<file path="config.mk">
export PLATFORM = sky130hd
export DESIGN_NAME = disp_bcd_encoder
export DESIGN_NICKNAME = d
export VERILOG_FILES = /design/src/rtl/disp_pkg.sv /design/src/rtl/bcd_add3.sv /design/src/rtl/disp_bcd_encoder.sv
export SDC_FILE = /design/constraint.sdc
export NUM_CORES = 1
export LEC_CHECK = 0
export BUFFER_PORTS_ARGS = -buffer_cell sky130_fd_sc_hd__buf_2
export CAP_MARGIN = 20
export CORE_ASPECT_RATIO = 1.4
export CORE_UTILIZATION = 25
export CTS_CLUSTER_SIZE = 25
export DETAILED_ROUTE_END_ITERATION = 16
export PLACE_DENSITY_LB_ADDON = 0.12
export SYNTH_ARGS = -nofsm -noshare
export SYNTH_HDL_FRONTEND = slang
export SYNTH_SLANG_ARGS = --single-unit
</file>
<file path="constraint.sdc">
create_clock -name clk -period 3 [get_ports clk]
set_clock_uncertainty 0.1 [all_clocks]
set_input_delay 0.6 -clock clk [delete_from_list [all_inputs] [get_ports clk]]
set_output_delay 0.6 -clock clk [all_outputs]
set_load 0.1 [all_outputs]
</file>
<file path="src/rtl/disp_pkg.sv">
// Shared definitions for the BCD display encoder and the seven-segment driver:
// FSM encoding, conversion constants and packed-word field positions.
package disp_pkg;

    typedef enum logic [1:0] {
        ST_IDLE  = 2'd0,
        ST_LOAD  = 2'd1,
        ST_SHIFT = 2'd2,
        ST_DONE  = 2'd3
    } disp_state_t;

    localparam logic [3:0] SIGN_POS  = 4'h0;
    localparam logic [3:0] SIGN_NEG  = 4'h1;
    localparam logic [9:0] MAG_MAX   = 10'd999;
    localparam logic [3:0] SHIFT_CNT = 4'd10;

    // Nibble LSB positions inside the packed display word.
    localparam int SIGN_LSB  = 12;
    localparam int DEC_LSB   = 8;
    localparam int UNIT_LSB  = 4;
    localparam int TENTH_LSB = 0;

    // A zero result is always shown positive.
    function automatic logic [15:0] pack_word(input logic neg, input logic [11:0] bcd);
        logic [15:0] w;
        w = '0;
        w[SIGN_LSB  +: 4] = (neg && (bcd != 12'h000)) ? SIGN_NEG : SIGN_POS;
        w[DEC_LSB   +: 4] = bcd[11:8];
        w[UNIT_LSB  +: 4] = bcd[7:4];
        w[TENTH_LSB +: 4] = bcd[3:0];
        return w;
    endfunction

endpackage

</file>
<file path="src/rtl/bcd_add3.sv">
// Double-dabble nibble correction: digits of 5 or more get +3 before the shift.
module bcd_add3 (
    input  logic [3:0] din,
    output logic [3:0] dout
);
    assign dout = (din >= 4'd5) ? (din + 4'd3) : din;
endmodule

</file>
<file path="src/rtl/disp_bcd_encoder.sv">
// Signed tenths-of-unit value to packed sign/decade/unit/tenth display word,
// via magnitude, clamp to 999 and a 10-step serial double-dabble.
module disp_bcd_encoder
    import disp_pkg::*;
#(
    parameter int IN_W = 12
) (
    input  logic            clk,
    input  logic            rstn,
    input  logic            start,
    input  logic [IN_W-1:0] din,
    output logic            busy,
    output logic            done,
    output logic [15:0]     data,
    output logic            ovf
);

    disp_state_t     state;
    logic [IN_W-1:0] din_q;
    logic            neg;
    logic            ovf_next;
    logic [9:0]      mag;
    logic [11:0]     acc;
    logic [11:0]     adj;
    logic [3:0]      cnt;

    // One extra bit so the most negative input still has a representable magnitude.
    logic [IN_W:0] din_x;
    logic [IN_W:0] abs_v;
    logic [IN_W:0] max_x;
    logic          clip;
    logic [9:0]    mag_ld;

    assign din_x  = {din_q[IN_W-1], din_q};
    assign abs_v  = din_q[IN_W-1] ? (~din_x + {{IN_W{1'b0}}, 1'b1}) : din_x;
    assign max_x  = {{(IN_W-9){1'b0}}, MAG_MAX};
    assign clip   = (abs_v > max_x);
    assign mag_ld = clip ? MAG_MAX : abs_v[9:0];

    genvar gi;
    generate
        for (gi = 0; gi < 3; gi++) begin : g_add3
            bcd_add3 u_add3 (
                .din  (acc[4*gi +: 4]),
                .dout (adj[4*gi +: 4])
            );
        end
    endgenerate

    always_ff @(posedge clk or negedge rstn) begin
        if (!rstn) begin
            state    <= ST_IDLE;
            din_q    <= '0;
            neg      <= 1'b0;
            ovf_next <= 1'b0;
            mag      <= '0;
            acc      <= '0;
            cnt      <= '0;
            busy     <= 1'b0;
            done     <= 1'b0;
            data     <= 16'h0000;
            ovf      <= 1'b0;
        end else begin
            done <= 1'b0;
            case (state)
                ST_IDLE: begin
                    if (start) begin
                        din_q <= din;
                        busy  <= 1'b1;
                        state <= ST_LOAD;
                    end
                end
                ST_LOAD: begin
                    neg      <= din_q[IN_W-1];
                    mag      <= mag_ld;
                    ovf_next <= clip;
                    acc      <= '0;
                    cnt      <= SHIFT_CNT - 4'd1;
                    state    <= ST_SHIFT;
                end
                ST_SHIFT: begin
                    acc <= {adj[10:0], mag[9]};
                    mag <= {mag[8:0], 1'b0};
                    if (cnt == 4'd0) begin
                        busy  <= 1'b0;
                        done  <= 1'b1;
                        state <= ST_DONE;
                    end else begin
                        cnt <= cnt - 4'd1;
                    end
                end
                ST_DONE: begin
                    // Whole word lands in one edge; a new request may be accepted alongside.
                    data <= pack_word(neg, acc);
                    ovf  <= ovf_next;
                    if (start) begin
                        din_q <= din;
                        busy  <= 1'b1;
                        state <= ST_LOAD;
                    end else begin
                        state <= ST_IDLE;
                    end
                end
                default: state <= ST_IDLE;
            endcase
        end
    end

endmodule

</file>
==> out/qor.txt <==
Outcome: complete, no violations
CTS Hold Bufs: 0
Fin crit share: 87.0%
Max-cap violation count: 0
Unique cell type count in the Yosys netlist: 43
Pre-antenna DRT Iters: 4
Setup TNS Final: 0 ns
Hold Crit Class: input port to asynchronous set/reset pin
R2R depth: 6
Kind of critical path: flip-flop to flip-flop
Leak: 1.67 nW
Yosys top cell by area: dfrtp_1
Clock sink total: 58
Post-Syn Area: 3070 um2
Routed WL: 6920 um
Synth Warn #: 0
Crit Reg-Reg Endpoint: ovf_next$_DFFE_PN0P_
Critical Path RT: 3.11 ns
Unrepaired setup endpoints after global routing: no
Final hold violations: 0
Initial antenna violation count: 0
Crit path capture: ovf_next$_DFFE_PN0P_
Number of gates resized after CTS: 0
TritonCTS clock tree: yes
Pin count of the biggest net entering global routing: 38
VDD IR-drop max: 0.382 mV
Minimum clock period: 2.61 ns
Startpoint types: flip-flop
DR iter-0 viols: 77
Most common cell in the netlist: dfrtp_1
CP Data Arrival Time: 2.72 ns
R2R Setup Slk: 0.39 ns
Final HPWL DP: 4870 um
Asr flop ratio synth: 100%
Vias per cell: 4.77
Most used DFF post-synth: dfrtp_1
Later-pin clock latency in the skew report: 0.33 ns
Remaining global-route overflow: 0
Post-synth EDFFs: 0
Cts bufs inserted: 9
Vias: 2312
Port Buffers: 30
Sequential cell area fraction in the yosys report: 47.3%
Chip height: 133 um
FP Rows: 47
Setup Fix Bufs, Post-CTS: 0
Most frequent cells after synthesis: dfrtp_1, inv_1, o21ai_0
Ratio of cells with drive above 1 in the final layout: 22.2%
CP max FO: 7
Yosys reg bits: 58
Root buf cell: clkbuf_16
Core Footprint: 11900 um2
Post-place instance area: 3370 um2
Largest cells by area after synthesis: dfrtp_1, mux2_2, ha_1
Synthesis-to-finish area growth: 20.1%
Mapped Cells: 305
Slew HR: 49.3%
Diodes inserted: 0
Final setup violating endpoints: 0
Slew Viols, Final: 0
Top-area cell type share of the netlist area: 47.3%
GP Congestion: 0.764
Die Area: 12700 um2
First-pass GRT wire length: 12000 um
Setup ws final: 0.389 ns
Least-Margin Pin Slew: 0.760 ns
Total GRT Usage: 12.4%
Fin area: 3680 um2
Detail Route Antenna Nets: 0
Die width: 95.6 um
Average cell area after synthesis: 10.1 um2
I/O pins: 34
Total power: 4.18 mW
Cell Pwr Density: 1140 nW/um2
Crit path launch: din_q[0]$_DFFE_PN0P_
Clock buffer depth: 2
Initial Util: 25.8%
RR Startpoint: din_q[0]$_DFFE_PN0P_
Clk slew on worst S/H paths: 0.05 ns
Final hold slack: 0.176 ns
Fin nets: 364
DRC Markers: 0
Critical Path Sink Type: flip-flop
H-tree depth: 3
Vias in the first global route: 2369
Per-cell routed wire length: 14.3 um
Pre-CTS setup slack: 0.351 ns
F_max: 0.383 GHz
[per-layer routing]
layer | track usage, % | vias to the layer above | share of wire [%]
li1 | - | 1137 | -
met1 | 14.9 | 1112 | 44
met2 | 20.1 | 51 | 50
met3 | 3.97 | 12 | 3.9
met4 | 5.39 | 0 | 2.1
met5 | 0 | - | 0
[logic make-up (layout without fill, tap and decap cells)]
| group | count (synthesis) | after routing | synth area share (%) |
|---|---|---|---|
| XOR/XNOR | 13 | 13 | 3.71 |
| AO/OA/AOI/OAI | 81 | 81 | 17.3 |
| flip-flops | 58 | 58 | 47.3 |
| adder cells (fa/ha/maj) | 15 | 15 | 6.12 |
| multiplexers | 23 | 23 | 8.40 |
| buffers and inverters | 52 | 83 | 6.81 |
| AND/OR/NAND/NOR | 62 | 62 | 10.2 |
| other | 1 | 3 | 0.122 |
[how the worst min path moves through the flow]
stage / start / end / slack [ns] / cells past startpoint
finish: rstn / acc[4]$_DFFE_PN0P_ / 0.18 / 1
CTS: rstn / acc[4]$_DFFE_PN0P_ / 0.19 / 1
global placement: data[8]$_DFFE_PN0N_ / data[8]$_DFFE_PN0N_ / 0.39 / 1
floorplan: rstn / acc[0]$_DFFE_PN0P_ / 0.20 / 0
detailed placement: data[11]$_DFFE_PN0N_ / data[11]$_DFFE_PN0N_ / 0.39 / 1
global route: rstn / acc[4]$_DFFE_PN0P_ / 0.23 / 1
[metrics by stage]
step / util (%) / cells
after detailed placement: 28.4 / 470
after CTS: 31.0 / 485
after global placement: 28.4 / 470
after floorplan: - / 307
after global routing: 31.0 / 485
final: 31.0 / 485
[layout by cell type, fill, tap and decap left out, drive strengths merged, types with 3 or more instances in the layout]
cell type  instances
nor4               5
xor2               4
a21oi             13
nor2               9
nand2b             4
buf               35
nor2b              4
o22ai             12
o31ai              7
o221ai             3
dfrtp             58
nor3               5
nand3              5
conb               3
xnor2              9
nand2             21
a31oi              7
ha                15
o311ai             3
o21ai             23
o32ai              3
clkbuf            13
mux2              22
inv               33
[power breakdown]
part | internal [mW] | leakage (nW) | switching (mW) | total (mW)
clock | 0.704 | 0.152 | 0.347 | 1.05
sequential | 1.03 | 0.741 | 0.265 | 1.30
combinational | 0.670 | 0.774 | 1.16 | 1.83
[area by class of cell]
type / count / area (um2)
Inverter: 33 / 124
Fill cell: 1271 / 8200
Clock inverter: 2 / 35.0
Timing Repair Buffer: 35 / 200
Sequential cell: 58 / 1450
Multi-Input combinational cell: 197 / 1420
Tap cell: 147 / 184
Clock buffer: 13 / 270
[worst max-delay path: stages (launching register included)]
cell and delay (ns):
dfrtp_1 0.42, or4_1 0.70, o41ai_4 0.34, xor2_1 0.27, nor4_2 0.12, or2_1 0.27
mux2_2 0.26
[flip-flops by register name (all words and copies together), names as in the netlist]
signal and count:
acc 12, busy 1, cnt 4, data 13, din_q 12, done 1, mag 10, neg 1
ovf 1, ovf_next 1, state 2
No activity file was read; power rests on OpenSTA's default activity.
